===== src/rtl/sad_disparity_scheduler.sv =====
// sad_disparity_scheduler
// Purpose : sequences one stereo disparity search. It loads a left mask, then one
//           right mask per candidate disparity. Each left/right pair goes to the
//           combinational SAD datapath, and the lowest-cost disparity is tracked.
// Latency : with in_valid held high, result_valid rises 1+N+MAX_DISPARITY*(N+1)
//           cycles after start is sampled (N = MASK_SIZE*MASK_SIZE).
// Backpressure: gaps in in_valid only stall the beat counter. in_ready is high
//           only while a mask is loading. The result is held until result_ready.
//
// Ports:
//   S_AXI_ACLK / S_AXI_ARESET   clock and synchronous active-high reset
//   start, busy                 search launch (sampled in IDLE) and activity flag
//   in_data/in_valid/in_ready   pixel beat stream, cell 0 first
//   sad_left, sad_right         registered masks driving the SAD datapath
//   sad_in, sad_strobe          SAD returned by the datapath, EVAL-cycle marker
//   best_disp, best_sad         winning disparity and its SAD
//   result_valid/result_ready   result handshake

module sad_disparity_scheduler #(
  parameter int MASK_SIZE     = 3,
  parameter int PIXEL_WIDTH   = 8,
  parameter int SUM_WIDTH     = 12,
  parameter int MAX_DISPARITY = 16,
  parameter int DISP_WIDTH    = 4
) (
  input  logic                                     S_AXI_ACLK,
  input  logic                                     S_AXI_ARESET,
  input  logic                                     start,
  output logic                                     busy,
  input  logic [PIXEL_WIDTH-1:0]                   in_data,
  input  logic                                     in_valid,
  output logic                                     in_ready,
  output logic [MASK_SIZE*MASK_SIZE*PIXEL_WIDTH-1:0] sad_left,
  output logic [MASK_SIZE*MASK_SIZE*PIXEL_WIDTH-1:0] sad_right,
  input  logic [SUM_WIDTH-1:0]                     sad_in,
  output logic                                     sad_strobe,
  output logic [DISP_WIDTH-1:0]                    best_disp,
  output logic [SUM_WIDTH-1:0]                     best_sad,
  output logic                                     result_valid,
  input  logic                                     result_ready
);

  localparam int N     = MASK_SIZE * MASK_SIZE;
  localparam int CNT_W = (N > 1) ? $clog2(N) : 1;

  localparam logic [CNT_W-1:0]      LAST_CELL = CNT_W'(N - 1);
  localparam logic [DISP_WIDTH-1:0] LAST_DISP = DISP_WIDTH'(MAX_DISPARITY - 1);

  typedef enum logic [2:0] {
    IDLE   = 3'd0,
    LOAD_L = 3'd1,
    LOAD_R = 3'd2,
    EVAL   = 3'd3,
    DONE   = 3'd4
  } state_t;

  state_t                state;
  logic [CNT_W-1:0]      cnt;   // cell index of the next accepted beat
  logic [DISP_WIDTH-1:0] disp;  // disparity currently being loaded / evaluated
  logic                  beat;

  // in_ready is a registered copy of "state is LOAD_L or LOAD_R", so a beat
  // can only be taken while a mask is loading.
  assign beat = in_valid & in_ready;

  // The state and every output register live in one block. Each output is set
  // on the transition into the state that owns it, so all outputs come
  // straight from flops and match the state they describe.
  always_ff @(posedge S_AXI_ACLK) begin
    if (S_AXI_ARESET) begin
      state        <= IDLE;
      cnt          <= '0;
      disp         <= '0;
      busy         <= 1'b0;
      in_ready     <= 1'b0;
      sad_strobe   <= 1'b0;
      result_valid <= 1'b0;
      sad_left     <= '0;
      sad_right    <= '0;
      best_disp    <= '0;
      best_sad     <= '0;
    end else begin
      case (state)
        IDLE: begin
          if (start) begin
            state    <= LOAD_L;
            busy     <= 1'b1;
            in_ready <= 1'b1;
            cnt      <= '0;
            disp     <= '0;
          end
        end

        LOAD_L: begin
          if (beat) begin
            sad_left[int'(cnt)*PIXEL_WIDTH +: PIXEL_WIDTH] <= in_data;
            if (cnt == LAST_CELL) begin
              cnt   <= '0;
              state <= LOAD_R;
            end else begin
              cnt <= cnt + 1'b1;
            end
          end
        end

        LOAD_R: begin
          // The right mask is overwritten cell by cell. Cells not yet reloaded
          // still hold the previous disparity's pixels. This is harmless
          // because the SAD is only sampled in EVAL, after all N cells are in.
          if (beat) begin
            sad_right[int'(cnt)*PIXEL_WIDTH +: PIXEL_WIDTH] <= in_data;
            if (cnt == LAST_CELL) begin
              cnt        <= '0;
              state      <= EVAL;
              in_ready   <= 1'b0;
              sad_strobe <= 1'b1;
            end else begin
              cnt <= cnt + 1'b1;
            end
          end
        end

        EVAL: begin
          // Both masks have been stable since the last beat, so sad_in settles
          // within this cycle. The strict '<' keeps the lower disparity on
          // ties. The first disparity always seeds the running best.
          if ((disp == '0) || (sad_in < best_sad)) begin
            best_sad  <= sad_in;
            best_disp <= disp;
          end
          sad_strobe <= 1'b0;
          if (disp == LAST_DISP) begin
            state        <= DONE;
            result_valid <= 1'b1;
          end else begin
            disp     <= disp + 1'b1;
            state    <= LOAD_R;
            in_ready <= 1'b1;
          end
        end

        DONE: begin
          // result_valid was raised on entry, so it is high for at least one
          // full cycle before a handshake can complete.
          if (result_ready) begin
            state        <= IDLE;
            result_valid <= 1'b0;
            busy         <= 1'b0;
          end
        end

        default: begin
          state        <= IDLE;
          busy         <= 1'b0;
          in_ready     <= 1'b0;
          sad_strobe   <= 1'b0;
          result_valid <= 1'b0;
        end
      endcase
    end
  end

endmodule


===== config.mk =====
export PLATFORM = sky130hd
export DESIGN_NAME = sad_disparity_scheduler
export DESIGN_NICKNAME = d
export VERILOG_FILES = /design/src/rtl/sad_disparity_scheduler.sv
export SDC_FILE = /design/constraint.sdc
export NUM_CORES = 1
export LEC_CHECK = 0
export ABC_AREA = 1
export ABC_CLOCK_PERIOD_IN_PS = 3380
export CAP_MARGIN = 30
export CELL_PAD_IN_SITES_DETAIL_PLACEMENT = 1
export CELL_PAD_IN_SITES_GLOBAL_PLACEMENT = 2
export CORE_UTILIZATION = 34
export CTS_CLUSTER_SIZE = 28
export DETAILED_ROUTE_END_ITERATION = 8
export DONT_BUFFER_PORTS = 1
export PLACE_DENSITY = 0.9
export SKIP_CTS_REPAIR_TIMING = 1
export SYNTH_ARGS = -nofsm -noshare
export SYNTH_HDL_FRONTEND = slang
export SYNTH_SLANG_ARGS = --single-unit
export TNS_END_PERCENT = 10

===== constraint.sdc =====
create_clock -name S_AXI_ACLK -period 3.38 [get_ports S_AXI_ACLK]
set_input_delay 0.676 -clock S_AXI_ACLK [delete_from_list [all_inputs] [get_ports S_AXI_ACLK]]
set_output_delay 0.676 -clock S_AXI_ACLK [all_outputs]
set_load 0.05 [all_outputs]

; Word-level counts from Yosys, hierarchy flattened
; Index checks and enable logic that the tools add are counted.
[word_totals]
register_bits = 175
inputBits = 25
out_inout_bits = 164
wordCells = 85
[classes]
add_sub_neg = 3
n_lt_le_gt_ge = 1
n_eq_ne = 15
shifts = 2
mux = 28
n_bitwise = 5
reduce_logical = 20
[ops]
columns = cell, n
row1 = $bwmux W72, 2
row2 = $shift A8 B33 Y72 const A, 1
row3 = $shiftx A8 B33 Y72, 1
row4 = $neg A7 Y33, 1
row5 = $mux W3, 7
row6 = $mux W4, 4
row7 = $ne A2 B2 Y1 const B, 8
row8 = $pmux W4 S2, 2
row9 = $pmux W3 S5, 1
row10 = $reduce_and A3 Y1, 5
row11 = $lt A12 B12 Y1, 1
row12 = $reduce_or A3 Y1, 3
row13 = $add A4 B1 Y4 const B, 2
row14 = $eq A4 B4 Y1 const B, 2
row15 = $mux W1, 8
row16 = $eq A3 B2 Y1 const B, 2
row17 = $pmux W1 S3, 2
row18 = $reduce_and A2 Y1, 3
row19 = $reduce_and A6 Y1, 1
row20 = $reduce_and A5 Y1, 1
row21 = $logic_not A4 Y1, 1
row22 = $not A1 Y1, 4
row23 = $pmux W1 S4, 1
row24 = $reduce_bool A2 Y1, 2
row25 = 8 further kinds, 9

; Depth between registers and ports, before layout
; Gate-level depths: netlist of the first run.
[logic_depth]
depth_word = 4
depth_mapped = 15
mapped_depth_nobuf = 12

; Worst setup path after synthesis of the first run
; Ideal clock, no wire load.
[synth_timing]
kind = register to register
startpoint = register cnt[0]
endpoint = register sad_right[62]
setup_ps = 70
t_arrival_ps = 2332
required_time_ps = 3310
path_slack_ps = 978
stages_incl_launch_ff = 12
n_path_buf = 4
period_less_slack_ps = 2402
cell_sequence = dfxtp_1 inv_1 buf_2 buf_2 ha_1 buf_2 inv_1 nand4_4 nor3_1 buf_2 o21ai_0 a21oi_1
[synth_between]
elab_chain_cells = 3
elab_cells_between_ends = 4
classes_between = add/sub: 1 / shift: 2 / mux: 1
[synth_rtl]
columns = element, line_no
row1 = "start, declared", 58  ; logic [CNT_W-1:0] cnt;
row2 = "start signal, assigned", 101  ; cnt <= cnt + 1'b1;
row3 = "start signal, assigned", 118  ; cnt <= cnt + 1'b1;
row4 = $neg A7 Y33 *, 111  ; sad_right[int'(cnt)*PIXEL_WIDTH +: PIXEL_WIDTH] <= in_data;
row5 = $shiftx A8 B33 Y72 or $shift A8 B33 Y72 (tied branches), 111
row6 = $bwmux W72 *, 111
row7 = "end signal, assigned by index", 111
row8 = "end, declared", 34  ; output logic [MASK_SIZE*MASK_SIZE*PIXEL_WIDTH-1:0] sad_right,
; Every way passes the cells marked *; elsewhere a longest branch is shown, timed or not.
; A chain may end at the register's enable or synchronous reset.

; Final worst setup path of the first run
[layout_timing]
startpoint = register cnt[0]
endpoint = register sad_right[25]
; The elaborated chain is that of the path after synthesis.

==> results of run 1 <==
==> Yosys cell counts (all sizes together) <==
| master | count | area, um^2 |
|---|---|---|
| nand4 | 17 | 121.4 |
| nand3 | 51 | 335.3 |
| dfxtp | 175 | 3503 |
| nand2 | 201 | 774.5 |
| inv | 162 | 608.1 |
| a31oi | 1 | 12.51 |
| nor3b | 1 | 7.510 |
| nor2 | 265 | 1026 |
| o31ai | 1 | 7.510 |
| clkbuf | 28 | 105.1 |
| nor3 | 41 | 242.7 |
| ha | 16 | 200.2 |
| a21oi | 53 | 265.3 |
| a41oi | 1 | 8.760 |
| xor2 | 1 | 8.760 |
| o21ai | 72 | 360.3 |
| nor4 | 1 | 6.260 |
| buf | 23 | 151.4 |
| a211oi | 15 | 122.6 |
==> metrics by stage <==
stage	area, um^2	instances
global placement	8080	1372
CTS	8702	1404
detailed placement	8080	1372
global route	8702	1404
floorplan	7868	1125
finish	8702	1404
==> flip-flops by register name, summed over array words and instances, names as in the netlist <==
name and count:
best_disp 4, best_sad 12, busy 1, cnt 4, disp 4, in_ready 1, result_valid 1, sad_left 72
sad_right 72, sad_strobe 1, state 3
==> how the worst min path moves through the flow <==
stage	startpoint	to	slack, ns	cells after the start
finish	S_AXI_ARESET	sad_left[43]	0.31	1
global route	S_AXI_ARESET	sad_right[30]	0.30	1
CTS	S_AXI_ARESET	sad_right[30]	0.30	1
detailed placement	disp[1]	disp[1]	0.49	2
global placement	disp[1]	disp[1]	0.49	2
floorplan	disp[1]	disp[1]	0.47	2
==> where the power goes <==
| part | switching, mW | leakage, nW | internal (mW) |
|---|---|---|---|
| Sequential | 0.295 | 1.41 | 2.15 |
| Combinational | 1.18 | 2.45 | 0.387 |
| Clock | 0.957 | 0.304 | 1.13 |
==> critical path, cell delays in order, from the launching register on <==
cell and delay, ns:
sky130_fd_sc_hd__dfxtp_1 0.51, sky130_fd_sc_hd__inv_1 0.33, sky130_fd_sc_hd__ha_1 0.53, sky130_fd_sc_hd__inv_1 0.46, sky130_fd_sc_hd__nand4_4 0.22, sky130_fd_sc_hd__nor3_4 0.54
sky130_fd_sc_hd__nor2_1 0.08, sky130_fd_sc_hd__a211oi_1 0.23
==> area by class of cell <==
class                      instances  area, um^2  share of cell area
clock buffer                      17       425.4             0.04889
clock inverter                    15       196.4             0.02257
inverter                         162       610.6             0.07017
multi-input combinational        737        3500              0.4022
sequential                       175        3503              0.4026
tap                              285       356.6             0.04098
timing repair buffer              13       110.1             0.01265
==> routing by layer <==
layer	up-vias	GRT usage	share of wire
met1	3230	0.2537	0.46
met4	0	0.06048	0.0086
met5	-	0	0
met3	10	0.06398	0.073
li1	3465	-	-
met2	140	0.3255	0.46
==> cells by family after synthesis <==
| logic type | synth area share |
|---|---|
| simple gates | 0.3195 |
| buf+inv | 0.1099 |
| flops | 0.4453 |
| compound gates | 0.09876 |
| fa+ha+maj | 0.02545 |
| xor+xnor | 0.001113 |
==> impl_results.rst, run 1 <==
.. list-table::
   :header-rows: 1

   * - Metric
     - Value
   * - Result of the run
     - finished, final reports clean
   * - Nets@finish
     - 1,147
   * - Headroom to the max-slew limit
     - 0.3449
   * - Post-synthesis instance total
     - 1,125
   * - Tcrit/Tclk final
     - 0.8986
   * - Worst slack after detailed placement
     - 0.3818 ns
   * - Post-route setup TNS
     - 0 ns
   * - Mapped cell area
     - 7868 um^2
   * - Number of routed nets with antenna violations
     - 0
   * - Remaining global-route overflow
     - 0
   * - Post-synthesis sequential area ratio
     - 0.4453
   * - Area of the die
     - 23,750 um^2
   * - Element type at the critical path start
     - flop
   * - Wire length of the first global-routing pass
     - 37.49 mm
   * - Slew at the pin closest to its max-slew limit
     - 0.9815 ns
   * - CORE AREA
     - 22,640 um^2
   * - Standby leakage power
     - 4.171 nW
   * - DRC viols
     - 0
   * - Count of distinct cell types in the synthesized netlist
     - 34
   * - Initial standard-cell utilization of the core
     - 0.3475
   * - Post-Synthesis Net Count
     - 1,166
   * - Root cell of the clock tree
     - sky130_fd_sc_hd__clkbuf_16
   * - Proportion of layout cells with a drive suffix above 1
     - 0.07239
   * - First-pass detailed-route iteration total
     - 4
   * - Leading cell types in the layout, fill and taps excluded
     - sky130_fd_sc_hd__nor2_1, sky130_fd_sc_hd__nand2_1, sky130_fd_sc_hd__dfxtp_1
   * - Share of the core filled with cells in the final layout
     - 0.3844
   * - Post-DR vias/cell
     - 4.875
   * - Number of buffers on the longest clock path
     - 2
   * - Avg WL per Cell
     - 16.58 um
   * - CTS tree
     - built
   * - Worst setup path end
     - sad_right[25]
   * - Number of global-route vias before repair
     - 6,862
   * - Timing-limited maximum frequency
     - 329.2 MHz
   * - Input/output buffers
     - 0
   * - Routed vias
     - 6,845
   * - Reg2Reg Setup Slack
     - 0.34 ns
   * - Pin count of the biggest net entering global routing
     - 76
   * - Count of pins over their slew limit
     - 0
   * - Type of the worst setup path
     - reg -> reg
   * - Post-route worst hold slack
     - 0.3118 ns
   * - Number of cells traversed by the worst register-to-register path
     - 7
   * - H-tree lvl count
     - 4
   * - # fillers
     - 2,859
   * - Yosys warns
     - 0
   * - Power density of the placed cells
     - 700.8 nW/um^2
   * - Number of buffers added by the clock tree synthesis step
     - 17
   * - Worst clock skew on the final layout
     - 0.03048 ns
   * - Peak supply drop
     - 0.0002890 V
   * - Overall track demand over capacity in global routing
     - 0.2009
   * - Minimum clock period after layout
     - 3.037 ns
   * - Detailed-route wire length
     - 23.28 mm
   * - Average cell area after synthesis
     - 6.993 um^2
   * - Detailed placement HPWL
     - 16.75 mm
   * - Antenna violations before repair
     - 0
   * - Height of the die
     - 154.1 um
   * - Overall power after layout
     - 6.099 mW
   * - Clock latency at the later pin of the worst-skew pair
     - 0.44 ns
   * - Path category of the worst min-delay check
     - in -> reg
   * - CTS clock-pin slew for the worst setup and hold paths
     - 0.07 ns
   * - Reg-to-reg startpoint
     - cnt[0]
   * - Final weighted congestion in routability-driven placement
     - 0.7790
   * - Setup slack after layout
     - 0.3428 ns
   * - Data arrival time of the worst path
     - 3.36 ns
   * - Required time of the worst setup path
     - 3.70 ns
   * - Clock sink count
     - 175
   * - Worst r2r dst
     - sad_right[25]
   * - Largest fanout on the critical path
     - 20
   * - First-iteration detailed-routing DRC count
     - 284
   * - Count of antenna diodes in the layout
     - 0
   * - Critical path origin
     - cnt[0]
   * - Most common cell after layout, fill and taps aside
     - sky130_fd_sc_hd__nor2_1
   * - Final count of hold timing violations
     - 0
   * - Unrepaired setup endpoints after global routing
     - false
   * - Number of setup violations in the final report
     - 0
   * - IO Pins
     - 189
   * - Synthesis-to-layout area growth
     - 10.61%
   * - Cell Rows
     - 55
   * - Chip Width
     - 154.1 um
   * - #FFs+latches synth
     - 175
   * - Count of maximum capacitance violations
     - 0
   * - Crit. End Element
     - flop
(Power assumes the default switching activity.)
==> run 2: changes to the inputs <==
--- a/config.mk
+++ b/config.mk
@@ -10,11 +10,11 @@
 export CAP_MARGIN = 30
 export CELL_PAD_IN_SITES_DETAIL_PLACEMENT = 1
 export CELL_PAD_IN_SITES_GLOBAL_PLACEMENT = 2
-export CORE_UTILIZATION = 34
+export CORE_UTILIZATION = 29
 export CTS_CLUSTER_SIZE = 28
 export DETAILED_ROUTE_END_ITERATION = 8
 export DONT_BUFFER_PORTS = 1
-export PLACE_DENSITY = 0.9
+export PLACE_DENSITY = 0.8
 export SKIP_CTS_REPAIR_TIMING = 1
 export SYNTH_ARGS = -nofsm -noshare
 export SYNTH_HDL_FRONTEND = slang
==> run 2 against run 1 <==
Sequential cell count did not move. Hold slack worse by 0.00084 ns. Global-route usage shrank 2.6 points. Combinational power is 3% higher. Critical path depth stayed put. Total power increased by 0.42%. Setup slack gained 0.10 ns. Clock power barely moved. Utilization fell by 5.1 points. Cell area up 0.99%.
==> impl_results.rst, run 2 (same netlist as run 1, synthesis figures left out) <==
.. list-table::
   :header-rows: 1

   * - Metric
     - Value
   * - Type of the worst setup path
     - reg -> reg
   * - Tcrit/Tclk final
     - 0.8679 (-0.03064)
   * - Worst r2r dst
     - sad_right[26]
   * - Result of the run
     - finished, final reports clean
   * - Routed vias
     - 6,861 (+0.23%)
   * - Final count of hold timing violations
     - 0 (unchanged)
   * - Number of routed nets with antenna violations
     - 0 (unchanged)
   * - Avg WL per Cell
     - 16.50 um (-0.52%)
   * - Largest fanout on the critical path
     - 20 (unchanged)
   * - Final weighted congestion in routability-driven placement
     - 0.7723 (-0.86%)
   * - Hold_sp
     - S_AXI_ARESET
   * - Post-route setup TNS
     - 0 ns (unchanged)
   * - Slowest CP cell
     - sky130_fd_sc_hd__nor3_4
   * - CTS tree
     - built
   * - DRC viols
     - 0 (unchanged)
   * - Minimum clock period after layout
     - 2.934 ns (-0.1036 ns)
   * - Remaining global-route overflow
     - 0 (unchanged)
   * - Count of antenna diodes in the layout
     - 0 (unchanged)
   * - Peak supply drop
     - 0.0003937 V (+36%)
   * - Number of buffers added by the clock tree synthesis step
     - 17 (unchanged)
   * - Detailed placement HPWL
     - 17.52 mm (+4.6%)
   * - Leading cell types in the layout, fill and taps excluded
     - sky130_fd_sc_hd__nor2_1, sky130_fd_sc_hd__nand2_1, sky130_fd_sc_hd__dfxtp_1
   * - Overall track demand over capacity in global routing
     - 0.1744 (-0.02647)
   * - FF+latch area
     - 3503 um^2 (unchanged)
   * - Synthesis-to-layout area growth
     - 11.70%
   * - Reg-to-reg startpoint
     - cnt[0]
   * - Slew at the pin closest to its max-slew limit
     - 0.9617 ns (-0.01986 ns)
   * - Share of the core filled with cells in the final layout
     - 0.3335 (-0.05088)
   * - CTS clock-pin slew for the worst setup and hold paths
     - 0.08 ns (about the same)
   * - Proportion of layout cells with a drive suffix above 1
     - 0.07569 (+0.003304)
   * - CORE AREA
     - 26,350 um^2 (+16%)
   * - Area occupied by multi-input gates
     - 3500 um^2 (unchanged)
   * - Most common cell after layout, fill and taps aside
     - sky130_fd_sc_hd__nor2_1
   * - Hold Crit Depth
     - 1 (unchanged)
   * - Post-DR vias/cell
     - 4.706 (-3.5%)
   * - Area of the die
     - 27,790 um^2 (+17%)
   * - Headroom to the max-slew limit
     - 0.3582 (+0.01325)
   * - Required time of the worst setup path
     - 3.74 ns (+0.04 ns)
   * - Root cell of the clock tree
     - sky130_fd_sc_hd__clkbuf_16
   * - Cell-by-cell trace of the critical path
     - inv_1 -> ha_1 -> inv_1 -> nand4_4 -> nor3_4 -> o21ai_0 -> a21oi_1
   * - Reg2Reg Setup Slack
     - 0.45 ns (+0.10 ns)
   * - Cell Rows
     - 59 (+7.3%)
   * - Path category of the worst min-delay check
     - in -> reg
   * - Detailed-route wire length
     - 24.05 mm (+3.3%)
   * - Number of buffers on the longest clock path
     - 2 (unchanged)
   * - First-pass detailed-route iteration total
     - 4 (unchanged)
   * - Largest registers in the final layout
     - sad_left: 72 flops, sad_right: 72 flops, best_sad: 12 flops
   * - Number of global-route vias before repair
     - 6,802 (-0.87%)
   * - First-iteration detailed-routing DRC count
     - 301 (+6.0%)
   * - Antenna violations before repair
     - 0 (unchanged)
   * - Count of pins over their slew limit
     - 0 (unchanged)
   * - H-tree lvl count
     - 4 (unchanged)
   * - Number of cells traversed by the worst register-to-register path
     - 7 (unchanged)
   * - Chip Width
     - 166.7 um (+8.2%)
   * - Unrepaired setup endpoints after global routing
     - false
   * - IO Pins
     - 189 (unchanged)
   * - Count of maximum capacitance violations
     - 0 (unchanged)
   * - Worst clock skew on the final layout
     - 0.01641 ns (-0.01406 ns)
   * - Nets@finish
     - 1,151 (+0.35%)
   * - Standby leakage power
     - 4.191 nW (+0.49%)
   * - # fillers
     - 3,286 (+15%)
   * - Most common cell on crit path
     - sky130_fd_sc_hd__inv_1
   * - Endpoint of the worst hold-timing path
     - sad_right[31]
   * - Clock sink count
     - 175 (unchanged)
   * - Input/output buffers
     - 0 (unchanged)
   * - Data arrival time of the worst path
     - 3.29 ns (-0.07 ns)
   * - Number of setup violations in the final report
     - 0 (unchanged)
   * - Wire length of the first global-routing pass
     - 38.14 mm (+1.7%)
   * - Crit. End Element
     - flop
   * - Power density of the placed cells
     - 696.9 nW/um^2 (-0.57%)
   * - Timing-limited maximum frequency
     - 340.9 MHz (+3.5%)
   * - Height of the die
     - 166.7 um (+8.2%)
   * - Clock latency at the later pin of the worst-skew pair
     - 0.44 ns (about the same)
   * - Pin count of the biggest net entering global routing
     - 88 (+16%)
   * - Element type at the critical path start
     - flop
   * - Initial standard-cell utilization of the core
     - 0.2985 (-0.04897)
   * - Longest individual stage delay on the worst path
     - 0.55 ns (about the same)
==> run 2: cell count changes in the layout (fill, tap and decap cells not counted) <==
cell                        before  now
sky130_fd_sc_hd__inv_12          0    1
sky130_fd_sc_hd__inv_8           3    6
sky130_fd_sc_hd__bufinv_16       2    1
sky130_fd_sc_hd__inv_6           4    2
sky130_fd_sc_hd__buf_4          12   16
sky130_fd_sc_hd__clkinv_4        4    3
==> run 2: layer usage <==
layer / track usage / routed length, um / up-vias
li1: - / - / 3487
met1: 0.2229 / 11130 / 3228
met2: 0.2810 / 10870 / 134
met3: 0.06440 / 1893 / 12
met4: 0.03382 / 164 / 0
met5: 0 / 0 / -
==> run 2: how the worst max path moves through the flow <==
| stage | slack [ns] | from | to | cells after the start |
|---|---|---|---|---|
| after floorplan | 0.98 | cnt[0] | sad_right[62] | 11 |
| after global placement | 0.55 | cnt[0] | sad_right[36] | 10 |
| after detailed placement | 0.49 | cnt[0] | sad_right[26] | 7 |
| after CTS | 0.47 | cnt[0] | sad_right[26] | 7 |
| after global routing | 0.11 | cnt[0] | sad_right[0] | 9 |
| final | 0.45 | cnt[0] | sad_right[26] | 7 |
==> run 2: stage by stage <==
stage	power, mW	hold WS [ns]	cell area (um^2)	setup slack [ns]	instances
2_1_floorplan	3.646	0.4711	7868	0.9783	1125
6_report	6.124	0.3109	8788	0.4463	1458
3_3_place_gp	4.060	0.4879	8173	0.5460	1426
4_1_cts	6.209	0.2862	8788	0.4683	1458
5_1_grt	6.495	0.2887	8788	0.1078	1458
3_5_place_dp	4.087	0.5012	8173	0.4920	1426
==> run 2: worst max-delay path, delay by kind of cell (launching register included) <==
family                   cells  cell delay, ns
AND/OR/NAND/NOR              2            0.76
buffers and inverters        2            0.74
adder cells (fa/ha/maj)      1            0.53
flip-flops                   1            0.51
AO/OA/AOI/OAI                2            0.32
==> run 2: cell type report <==
type / instances / share of cell area
sequential: 175 / 0.3986
clock inverter: 15 / 0.02164
tap: 335 / 0.04769
clock buffer: 17 / 0.04841
timing repair buffer: 17 / 0.01595
multi-input combinational: 737 / 0.3982
inverter: 162 / 0.06948
==> run 2: where the power goes <==
| part | internal (mW) | total [mW] | switching, mW | leakage, nW |
|---|---|---|---|---|
| Clock | 1.08 | 2.09 | 1.01 | 0.302 |
| Sequential | 2.15 | 2.41 | 0.261 | 1.41 |
| Combinational | 0.405 | 1.62 | 1.22 | 2.48 |
| Total | 3.63 | 6.12 | 2.49 | 4.19 |
==> run 3: changes to the inputs <==
--- a/config.mk
+++ b/config.mk
@@ -14,6 +14,7 @@
 export CTS_CLUSTER_SIZE = 28
 export DETAILED_ROUTE_END_ITERATION = 8
 export DONT_BUFFER_PORTS = 1
+export GPL_ROUTABILITY_DRIVEN = 1
 export PLACE_DENSITY = 0.8
 export SKIP_CTS_REPAIR_TIMING = 1
 export SYNTH_ARGS = -nofsm -noshare
==> results of run 3 <==
The final DEF is identical to that of run 2; final timing and power are the same.
